==> src/rtl/rf_wb_arbiter_if.sv <==
// Write-back arbiter bus: WB and MDU write requests, the GPR and HI/LO write ports, and the decode hazard query.
// The slave modport is the arbiter side. The master modport is the pipeline and register-file side.
interface rf_wb_arbiter_if #(
  parameter int WIDTH  = 32,
  parameter int ADDR_W = 7
);
  logic              wb_we;
  logic [ADDR_W-1:0] wb_addr;
  logic [WIDTH-1:0]  wb_data;
  logic              wb_hilo_we;
  logic [63:0]       wb_hilo_data;
  logic              mdu_valid;
  logic              mdu_ready;
  logic              mdu_rf_we;
  logic [ADDR_W-1:0] mdu_addr;
  logic [WIDTH-1:0]  mdu_data;
  logic              mdu_hilo_we;
  logic [63:0]       mdu_hilo_data;
  logic              rf_we;
  logic [ADDR_W-1:0] rf_addr;
  logic [WIDTH-1:0]  rf_data;
  logic              hilo_we;
  logic [63:0]       hilo_data;
  logic [ADDR_W-1:0] q_addr;
  logic              q_hit;
  logic              q_hilo_hit;
  logic              pend_empty;

  modport slave (
    input  wb_we, wb_addr, wb_data, wb_hilo_we, wb_hilo_data,
    input  mdu_valid, mdu_rf_we, mdu_addr, mdu_data, mdu_hilo_we, mdu_hilo_data,
    input  q_addr,
    output mdu_ready, rf_we, rf_addr, rf_data, hilo_we, hilo_data,
    output q_hit, q_hilo_hit, pend_empty
  );

  modport master (
    output wb_we, wb_addr, wb_data, wb_hilo_we, wb_hilo_data,
    output mdu_valid, mdu_rf_we, mdu_addr, mdu_data, mdu_hilo_we, mdu_hilo_data,
    output q_addr,
    input  mdu_ready, rf_we, rf_addr, rf_data, hilo_we, hilo_data,
    input  q_hit, q_hilo_hit, pend_empty
  );
endinterface

==> src/rtl/rf_wb_arbiter.sv <==
// Arbitrates the GPR and HI/LO write ports between WB (always wins) and a queued MDU result stream.
// Optional same-cycle MDU bypass into an empty queue: define RF_WB_ARB_BYPASS_EN.
module rf_wb_arbiter #(
  parameter int WIDTH  = 32,
  parameter int ADDR_W = 7,
  parameter int DEPTH  = 2
) (
  input  logic            clk,
  input  logic            aresetn,
  rf_wb_arbiter_if.slave  bus
);
  localparam int PTR_W = (DEPTH > 1) ? $clog2(DEPTH) : 1;
  localparam int CNT_W = $clog2(DEPTH + 1);

  typedef struct packed {
    logic              rf_we;
    logic [ADDR_W-1:0] addr;
    logic [WIDTH-1:0]  data;
    logic              hilo_we;
    logic [63:0]       hilo_data;
  } entry_t;

  entry_t            mem_r [DEPTH];
  logic [PTR_W-1:0]  rd_ptr_r;
  logic [PTR_W-1:0]  wr_ptr_r;
  logic [CNT_W-1:0]  count_r;

  entry_t            head_s;
  entry_t            in_s;
  logic              in_rf_we_s;
  logic              empty_s;
  logic              full_s;
  logic              drain_s;
  logic              byp_s;
  logic              push_s;
  logic              src_rf_we_s;
  logic              src_hilo_we_s;
  logic [ADDR_W-1:0] src_addr_s;
  logic [WIDTH-1:0]  src_data_s;
  logic [63:0]       src_hilo_data_s;
  logic              q_hit_s;
  logic              q_hilo_hit_s;
  logic [PTR_W-1:0]  off_s;
  logic              vld_s;

  // Queued entries are always older than the concurrent WB write, so WB kills matching flags.
  function automatic entry_t cancel_entry(input entry_t e, input logic gw,
                                          input logic [ADDR_W-1:0] ga, input logic hw);
    entry_t r;
    r = e;
    if (gw && (e.addr == ga)) r.rf_we = 1'b0;
    if (hw) r.hilo_we = 1'b0;
    return r;
  endfunction

  // Queue status, drain decision, optional bypass and enqueue image.
  always_comb begin
    empty_s    = (count_r == {CNT_W{1'b0}});
    full_s     = (count_r == CNT_W'(DEPTH));
    head_s     = mem_r[rd_ptr_r];
    in_rf_we_s = bus.mdu_rf_we && (bus.mdu_addr != {ADDR_W{1'b0}});
    drain_s    = !empty_s && (!head_s.rf_we || !bus.wb_we) && (!head_s.hilo_we || !bus.wb_hilo_we);
`ifdef RF_WB_ARB_BYPASS_EN
    byp_s      = empty_s && bus.mdu_valid && (!in_rf_we_s || !bus.wb_we)
                 && (!bus.mdu_hilo_we || !bus.wb_hilo_we);
`else
    byp_s      = 1'b0;
`endif
    push_s     = bus.mdu_valid && !full_s && !byp_s;
    in_s       = cancel_entry({in_rf_we_s, bus.mdu_addr, bus.mdu_data, bus.mdu_hilo_we, bus.mdu_hilo_data},
                              bus.wb_we, bus.wb_addr, bus.wb_hilo_we);
  end

  // Secondary write source: the queue head, or the bypassed MDU result.
  always_comb begin
    src_rf_we_s   = (drain_s && head_s.rf_we) || (byp_s && in_rf_we_s);
    src_hilo_we_s = (drain_s && head_s.hilo_we) || (byp_s && bus.mdu_hilo_we);
    if (byp_s) begin
      src_addr_s      = bus.mdu_addr;
      src_data_s      = bus.mdu_data;
      src_hilo_data_s = bus.mdu_hilo_data;
    end else begin
      src_addr_s      = head_s.addr;
      src_data_s      = head_s.data;
      src_hilo_data_s = head_s.hilo_data;
    end
  end

  // Hazard query over the registered queue contents only.
  always_comb begin
    q_hit_s      = 1'b0;
    q_hilo_hit_s = 1'b0;
    off_s        = {PTR_W{1'b0}};
    vld_s        = 1'b0;
    for (int i = 0; i < DEPTH; i++) begin
      off_s        = PTR_W'(i) - rd_ptr_r;
      vld_s        = (CNT_W'(off_s) < count_r);
      q_hit_s      = q_hit_s | (vld_s & mem_r[i].rf_we & (mem_r[i].addr == bus.q_addr));
      q_hilo_hit_s = q_hilo_hit_s | (vld_s & mem_r[i].hilo_we);
    end
  end

  // Port mux and status outputs; everything is forced quiet while reset is asserted.
  always_comb begin
    bus.rf_we      = 1'b0;
    bus.rf_addr    = {ADDR_W{1'b0}};
    bus.rf_data    = {WIDTH{1'b0}};
    bus.hilo_we    = 1'b0;
    bus.hilo_data  = 64'h0;
    bus.mdu_ready  = 1'b0;
    bus.q_hit      = 1'b0;
    bus.q_hilo_hit = 1'b0;
    bus.pend_empty = 1'b1;
    if (!aresetn) begin
      bus.pend_empty = 1'b1;
    end else begin
      bus.mdu_ready  = !full_s;
      bus.q_hit      = q_hit_s;
      bus.q_hilo_hit = q_hilo_hit_s;
      bus.pend_empty = empty_s;
      if (bus.wb_we) begin
        bus.rf_we   = 1'b1;
        bus.rf_addr = bus.wb_addr;
        bus.rf_data = bus.wb_data;
      end else if (src_rf_we_s) begin
        bus.rf_we   = 1'b1;
        bus.rf_addr = src_addr_s;
        bus.rf_data = src_data_s;
      end else begin
        bus.rf_we   = 1'b0;
      end
      if (bus.wb_hilo_we) begin
        bus.hilo_we   = 1'b1;
        bus.hilo_data = bus.wb_hilo_data;
      end else if (src_hilo_we_s) begin
        bus.hilo_we   = 1'b1;
        bus.hilo_data = src_hilo_data_s;
      end else begin
        bus.hilo_we   = 1'b0;
      end
    end
  end

  // Pending FIFO: cancellation on every edge, push at tail, whole-entry pop at head.
  always_ff @(posedge clk or negedge aresetn) begin
    if (!aresetn) begin
      for (int i = 0; i < DEPTH; i++) mem_r[i] <= '0;
      rd_ptr_r <= {PTR_W{1'b0}};
      wr_ptr_r <= {PTR_W{1'b0}};
      count_r  <= {CNT_W{1'b0}};
    end else begin
      for (int i = 0; i < DEPTH; i++) begin
        mem_r[i] <= cancel_entry(mem_r[i], bus.wb_we, bus.wb_addr, bus.wb_hilo_we);
      end
      if (push_s) begin
        mem_r[wr_ptr_r] <= in_s;
        wr_ptr_r        <= wr_ptr_r + PTR_W'(1);
      end
      if (drain_s) begin
        rd_ptr_r <= rd_ptr_r + PTR_W'(1);
      end
      case ({push_s, drain_s})
        2'b10:   count_r <= count_r + CNT_W'(1);
        2'b01:   count_r <= count_r - CNT_W'(1);
        default: count_r <= count_r;
      endcase
    end
  end
endmodule

==> src/flat_wrapper.sv <==
// flat-port wrapper written by rule: the top's interface ports become plain ports
module rf_wb_arbiter_flat 
#(
  parameter int WIDTH  = 32,
  parameter int ADDR_W = 7,
  parameter int DEPTH  = 2
)
  (clk, aresetn, bus_wb_we, bus_wb_addr, bus_wb_data, bus_wb_hilo_we, bus_wb_hilo_data, bus_mdu_valid, bus_mdu_rf_we, bus_mdu_addr, bus_mdu_data, bus_mdu_hilo_we, bus_mdu_hilo_data, bus_q_addr, bus_mdu_ready, bus_rf_we, bus_rf_addr, bus_rf_data, bus_hilo_we, bus_hilo_data, bus_q_hit, bus_q_hilo_hit, bus_pend_empty);
  rf_wb_arbiter_if #(.WIDTH(WIDTH), .ADDR_W(ADDR_W)) bus_i ();
  input  logic clk;
  input  logic aresetn;
  input wire logic [$bits(bus_i.wb_we)-1:0] bus_wb_we;
  input wire logic [$bits(bus_i.wb_addr)-1:0] bus_wb_addr;
  input wire logic [$bits(bus_i.wb_data)-1:0] bus_wb_data;
  input wire logic [$bits(bus_i.wb_hilo_we)-1:0] bus_wb_hilo_we;
  input wire logic [$bits(bus_i.wb_hilo_data)-1:0] bus_wb_hilo_data;
  input wire logic [$bits(bus_i.mdu_valid)-1:0] bus_mdu_valid;
  input wire logic [$bits(bus_i.mdu_rf_we)-1:0] bus_mdu_rf_we;
  input wire logic [$bits(bus_i.mdu_addr)-1:0] bus_mdu_addr;
  input wire logic [$bits(bus_i.mdu_data)-1:0] bus_mdu_data;
  input wire logic [$bits(bus_i.mdu_hilo_we)-1:0] bus_mdu_hilo_we;
  input wire logic [$bits(bus_i.mdu_hilo_data)-1:0] bus_mdu_hilo_data;
  input wire logic [$bits(bus_i.q_addr)-1:0] bus_q_addr;
  output wire logic [$bits(bus_i.mdu_ready)-1:0] bus_mdu_ready;
  output wire logic [$bits(bus_i.rf_we)-1:0] bus_rf_we;
  output wire logic [$bits(bus_i.rf_addr)-1:0] bus_rf_addr;
  output wire logic [$bits(bus_i.rf_data)-1:0] bus_rf_data;
  output wire logic [$bits(bus_i.hilo_we)-1:0] bus_hilo_we;
  output wire logic [$bits(bus_i.hilo_data)-1:0] bus_hilo_data;
  output wire logic [$bits(bus_i.q_hit)-1:0] bus_q_hit;
  output wire logic [$bits(bus_i.q_hilo_hit)-1:0] bus_q_hilo_hit;
  output wire logic [$bits(bus_i.pend_empty)-1:0] bus_pend_empty;
  assign bus_i.wb_we = bus_wb_we;
  assign bus_i.wb_addr = bus_wb_addr;
  assign bus_i.wb_data = bus_wb_data;
  assign bus_i.wb_hilo_we = bus_wb_hilo_we;
  assign bus_i.wb_hilo_data = bus_wb_hilo_data;
  assign bus_i.mdu_valid = bus_mdu_valid;
  assign bus_i.mdu_rf_we = bus_mdu_rf_we;
  assign bus_i.mdu_addr = bus_mdu_addr;
  assign bus_i.mdu_data = bus_mdu_data;
  assign bus_i.mdu_hilo_we = bus_mdu_hilo_we;
  assign bus_i.mdu_hilo_data = bus_mdu_hilo_data;
  assign bus_i.q_addr = bus_q_addr;
  assign bus_mdu_ready = bus_i.mdu_ready;
  assign bus_rf_we = bus_i.rf_we;
  assign bus_rf_addr = bus_i.rf_addr;
  assign bus_rf_data = bus_i.rf_data;
  assign bus_hilo_we = bus_i.hilo_we;
  assign bus_hilo_data = bus_i.hilo_data;
  assign bus_q_hit = bus_i.q_hit;
  assign bus_q_hilo_hit = bus_i.q_hilo_hit;
  assign bus_pend_empty = bus_i.pend_empty;
  rf_wb_arbiter #(.WIDTH(WIDTH), .ADDR_W(ADDR_W), .DEPTH(DEPTH)) u_core (.clk(clk), .aresetn(aresetn), .bus(bus_i));
endmodule
==> config.mk <==
export PLATFORM = sky130hd
export DESIGN_NAME = rf_wb_arbiter_flat
export DESIGN_NICKNAME = d
export VERILOG_FILES = /design/src/rtl/rf_wb_arbiter_if.sv /design/src/rtl/rf_wb_arbiter.sv /design/src/flat_wrapper.sv
export SDC_FILE = /design/constraint.sdc
export NUM_CORES = 1
export LEC_CHECK = 0
export BUFFER_PORTS_ARGS = -buffer_cell sky130_fd_sc_hd__buf_2
export CORE_UTILIZATION = 40
export CTS_CLUSTER_DIAMETER = 30
export DETAILED_ROUTE_END_ITERATION = 10
export GPL_TIMING_DRIVEN = 0
export SETUP_SLACK_MARGIN = 0.05
export SYNTH_ARGS = -nofsm -noshare
export SYNTH_HDL_FRONTEND = slang
export SYNTH_SLANG_ARGS = --single-unit
==> constraint.sdc <==
create_clock -name clk -period 2.68 [get_ports clk]
set_clock_uncertainty 0.15 [all_clocks]
set_input_delay 0.134 -clock clk [delete_from_list [all_inputs] [get_ports clk]]
set_output_delay 0.134 -clock clk [all_outputs]
set_load 0.005 [all_outputs]
# == Yosys cells after proc, flatten, opt, wreduce, memory -nomap -nowiden ==
# Index checks and enable logic that the tools add are counted.
# word_totals
reg_bits,214
latchBits,0
mem_bits_rw,0
romBits,0
in_bits,220
output_inout_bits,109
elab_cells,96
mem_count,0
# classes
add_sub_neg,6
multipliers,0
n_div,0
n_lt_le_gt_ge,5
eq_ne,8
shift,0
muxes,33
bitwise_logic,10
reduce_logical,21
# ops
op,n
$mux W105,4
$bwmux W210,1
$mux W210,1
$mux W64,3
$demux W105 S1,1
$mux W32,3
$eq A7 B7 Y1,5
$mux W7,3
$mux W1,16
$logic_and A1 B1 Y1,10
$reduce_bool A7 Y1,1
$and A1 B1 Y1,6
$logic_not A1 Y1,6
$eq A2 B2 Y1 const B,2
$ge A2 B2 Y1 const B,2
$lt A1 B2 Y1,2
$not A1 Y2,2
$pmux W2 S2,1
$add A1 B1 Y1 const B,2
$add A2 B1 Y2 const B,1
$eq A2 B1 Y1 const B,1
$logic_not A2 Y1,1
$logic_or A1 B1 Y1,2
$lt A2 B1 Y1 const B,1
4 further kinds,6

# == Logic depth before layout (Yosys ltp) ==
# logic_depth
ltp_word,12
ltp_mapped,8
mapped_depth_nobuf,7

# == Worst setup path after synthesis ==
# OpenSTA, ideal clock, no wires.
# synth_timing
path_kind,register to register
from,register u_core.rd_ptr_r
to,register u_core.count_r[1]
setup_time_ns,0.079
arrival_time_ns,1.742
t_required_ns,2.451
slack_ns,0.709
path_stages_with_launch,8
n_path_buf,1
period_less_slack_ns,1.971
path_cell_list,dfrtp_1 -> buf_6 -> mux2i_1 -> o22a_1 -> a21boi_0 -> ha_1 -> nor2_1 -> xor2_1
# synth_via
elab_chain_cells,10
word_cells_on_any_way,14
cone_classes,2 x eq/ne; 4 x mux; 1 x bitwise; 7 x reduce/logical
# synth_lines
element,line,text
"start, declared",rf_wb_arbiter.sv:24,logic [PTR_W-1:0] rd_ptr_r;
"start signal, assigned",rf_wb_arbiter.sv:148,rd_ptr_r <= {PTR_W{1'b0}};
"start signal, assigned",rf_wb_arbiter.sv:160,rd_ptr_r <= rd_ptr_r + PTR_W'(1);
$not A1 Y2 (implied by the code) *,rf_wb_arbiter.sv:60,head_s = mem_r[rd_ptr_r];
$mux W105 (implied by the code) * (3 in a row),rf_wb_arbiter.sv:60,
$logic_not A1 Y1,rf_wb_arbiter.sv:62,drain_s = !empty_s && (!head_s.rf_we || !bus.wb_we) && (!head_s.hilo_we || !bus.wb_hilo_we);
$logic_or A1 B1 Y1,rf_wb_arbiter.sv:62,
$logic_and A1 B1 Y1,rf_wb_arbiter.sv:62,
$logic_and A1 B1 Y1 *,rf_wb_arbiter.sv:62,
$eq A2 B1 Y1 or $eq A2 B2 Y1 (tied branches),rf_wb_arbiter.sv:162,"case ({push_s, drain_s})"
$pmux W2 S2 or $reduce_bool A2 Y1 (tied branches),--,
"end signal, assigned",rf_wb_arbiter.sv:163,2'b10: count_r <= count_r + CNT_W'(1);
"end signal, assigned",rf_wb_arbiter.sv:164,2'b01: count_r <= count_r - CNT_W'(1);
"end signal, assigned",rf_wb_arbiter.sv:165,default: count_r <= count_r;
"end, declared",rf_wb_arbiter.sv:26,logic [CNT_W-1:0] count_r;
# Mark *: on every way between the ends. The rest lies on a longest branch, timed or not. The select of a mux whose other input is x is not followed.
# A chain may end at the register's enable or synchronous reset.

# == Worst setup path after layout ==
# layout_timing
from,register u_core.rd_ptr_r
to,output bus_rf_data[2]
# layout_via
elab_chain_cells,12
word_cells_on_any_way,14
cone_classes,6 x mux; 1 x bitwise; 7 x reduce/logical
# layout_lines
element,line,text
$not A1 Y2 (implied by the code) *,rf_wb_arbiter.sv:60,
$mux W105 (implied by the code) * (3 in a row),rf_wb_arbiter.sv:60,
$logic_not A1 Y1,rf_wb_arbiter.sv:62,
$logic_or A1 B1 Y1,rf_wb_arbiter.sv:62,
$logic_and A1 B1 Y1 (2 in a row),rf_wb_arbiter.sv:62,
$logic_and A1 B1 Y1,rf_wb_arbiter.sv:76,src_rf_we_s = (drain_s && head_s.rf_we) || (byp_s && in_rf_we_s);
$mux W32 *,rf_wb_arbiter.sv:125,end else if (src_rf_we_s) begin
$mux W32 *,rf_wb_arbiter.sv:121,if (bus.wb_we) begin
$mux W32 *,rf_wb_arbiter.sv:114,if (!aresetn) begin
"end, declared",flat_wrapper.sv:27,output wire logic [$bits(bus_i.rf_data)-1:0] bus_rf_data;
# Marked as above.

==> impl_metrics.csv <==
group,metric,value,unit
run_status,status,"complete, but fails checks",
run_status,violations,"hold timing, setup timing",
timing,fin_ws,-79.18,ps
cts,clk_pin_slew_worst_paths,40,ps
synthesis,yosys_most_used_dff,"dfrtp_1",
synthesis,yosysWarnings,0,
routing,wl,35140,um
place,post_dp_cell_area,13150,um2
routing,num_vias,10210,
synthesis,async_reset_ff_frac,1.000,
final_layout,multi_input_area,5709,um2
final_layout,layout.cells.non_filler,2043,
place,dpl.cell_count,1802,
synthesis,synth_common_cells,"nand2_1 (397), dfrtp_1 (214), mux2_2 (110)",
die,dieArea,28290,um2
cts,cts_hold_buffers,115,
setup_path,crit_buf_inv,3,
grt,antenna_found_initial,3,
pwr,power.density,1138,nW/um2
synthesis,synth-seq-cells,214,
setup_path,criticalPathCategory,"reg2out",
final_layout,fillerInstances,2218,
timing,setup_violations,33,
final_layout,utilization,0.6372,
synthesis,synth.most_common_cell,"nand2_1",
pwr,ir_worst_vdd,0.5813,mV
setup_path,critPathMaxFanout,10,
die,die_x,168.2,um
setup_path,critPathSlowestCell,"a211o_4",
synthesis,syn_area,11050,um2
routing,drt_iter0_drc,560,
grt,grtUsageTotal,0.2444,
routing,avgViaCountPerCell,4.998,
synthesis,ys_seq_area_frac,0.4846,
cts,cts-root-buf,"clkbuf_16",
timing,max_freq,362.4,MHz
routing,firstDrtPassIters,5,
setup_path,cp_slowest_stage_delay,430,ps
synthesis,synth-edff-count,0,
routing,route.detailed.drc,0,
hold_path,hold_class,"in2async",
job,drv_cap,0,
place,place_ws,-768.8,ps
final_layout,syn_to_final_growth,55.84,%
timing,worst_pin_slew,1021,ps
cts,h-tree-depth,2,
synthesis,synthesis.nets,1354,
timing,hold_slack,-638.0,ps
grt,grt_pass1_vias,10420,
setup_path,r2r-end,"u_core.mem_r[209]",
timing,finalCriticalPeriod,2759,ps
synthesis,synth_area_leaders,"dfrtp_1 (48%), nand2_1 (13%), mux2_2 (11%)",
setup_path,cp.arrival,2480,ps
setup_path,rr_worst_depth,9,
grt,grt_max_degree,101,
final_layout,final_area,17220,um2
timing,relSlewSlack,0.3194,
setup_path,worstReg2RegStart,"u_core.count_r[0]",
die,ios,329,
cts,cts.path.max_buffers,3,
final_layout,drive_gt1_frac,0.4034,
grt,grt_overflow_total,0,
grt,grt_pass1_wl,54510,um
setup_path,cp-end-kind,"primary output",
die,core-area,27030,um2
routing,antenna_left,0,
pwr,power_leakage,0.008622,uW
routing,wl_per_cell,17.20,um
die,num_rows,60,
synthesis,syn_area_per_cell,9.753,um2
cts,clock_sinks,214,
die,fp.dieH,168.2,um
timing,hold_viol,96,
timing,finalCritPeriodShare,1.030,
die,start_util,0.4089,
synthesis,synthCells,1133,
setup_path,cp-startpoint,"u_core.rd_ptr_r",
cts,clk_latency,540,ps
timing,maxSlewViolCount,0,
cts,cts_made_buffers,56,
setup_path,r2r_slack,220,ps
synthesis,synth.distinct_cells,34,
cts,cts_tree,"built",
place,gp_congestion,0.8216,
setup_path,worst-endpoint-required,2400,ps
place,hpwl,22750,um
final_layout,seqCellArea,5355,um2
setup_path,worstSetupStartpointType,"flop",
timing,rsz0062_at_grt,"true",
synthesis,synth.top_cell.area_share,0.4846,
setup_path,path_cells,"buf_6 -> mux2_4 -> a211o_4 -> buf_12 -> o31ai_1 -> and2_1 -> buf_2",
final_layout,nets,1873,
setup_path,cpLargestDelayFamily,"compound AO/OA/AOI/OAI gates",
place,port_buffers,327,
synthesis,yosys.area.top_type,"dfrtp_1",
-- how the worst max path moves through the flow --
stage,endpoint,slack [ps],cells past startpoint
6_report,bus_rf_data[2],-80,7
5_1_grt,bus_rf_data[2],-150,7
4_1_cts,bus_rf_data[1],-100,7
3_5_place_dp,bus_hilo_data[55],-770,8
3_3_place_gp,bus_hilo_data[46],-4270,5
2_1_floorplan,u_core.count_r[1],710,7
-- layout by cell type (no fill, tap or decap), types with 6 or more instances in the layout --
cell type      instances
and2_1                37
buf_12                 9
buf_2                342
buf_4                  7
buf_6                  8
buf_8                 11
bufinv_16             10
clkbuf_1              35
clkbuf_16             60
clkbuf_2               7
clkbuf_8               6
clkinv_2              14
dfrtp_1              214
dlygate4sd3_1        114
mux2_2               110
mux2i_1              104
nand2_1              397
nand4_1                8
o21ai_0                6
o21ai_1               14
o21ai_2               47
o31ai_1               13
o31ai_2               19
o31ai_4                7
xnor2_1               28
xor2_1                12
-- power by group --
group,internal (uW),switching [uW],total [uW]
registers,4850,930,5780
logic,3310,3550,6870
clock network,4970,1980,6950
-- stage by stage --
step	power, uW	TNS [ps]
after CTS	19320	-3194
after detailed placement	11710	-38190
after global routing	20730	-6105
final	19600	-990.2
after global placement	11530	-922050
after floorplan	9856	0
-- layer usage --
metal	part of all wire	wire, um	up-vias	GRT usage
met5	0	0	-	0
met4	0.026	905	0	0.08696
met1	0.43	15080	4965	0.3156
met2	0.49	17250	316	0.4057
li1	-	-	4867	-
met3	0.054	1907	62	0.05078
-- cell families (layout without fill, tap and decap cells) --
| kind of cell | Yosys count | in the layout | synth area share |
|---|---|---|---|
| AO/OA/AOI/OAI | 120 | 120 | 0.06612 |
| XOR/XNOR | 40 | 40 | 0.03170 |
| adder cells (fa/ha/maj) | 1 | 1 | 0.001132 |
| buffers and inverters | 80 | 645 | 0.03634 |
| flip-flops | 214 | 214 | 0.4846 |
| multiplexers | 216 | 216 | 0.2086 |
| other | 0 | 4 | 0 |
| AND/OR/NAND/NOR | 462 | 462 | 0.1715 |
-- final cells by class --
cell class / count / area share
Clock inverter: 33 / 0.02586
Multi-Input combinational cell: 839 / 0.3315
Sequential cell: 214 / 0.3110
Inverter: 1 / 0.0002180
Antenna cell: 4 / 0.0005812
Buffer: 76 / 0.02979
Tap cell: 341 / 0.02477
Timing Repair Buffer: 464 / 0.1869
Clock buffer: 71 / 0.08936
-- what timing repair did --
item                                   CTS  global route
buffers inserted                         8             4
cloned                                   6             3
setup endpoints to repair              103           146
pin swaps                               21            48
resized for setup                       88           131
endpoints found under the hold margin  368            96
No activity file was read; power rests on OpenSTA's default activity.
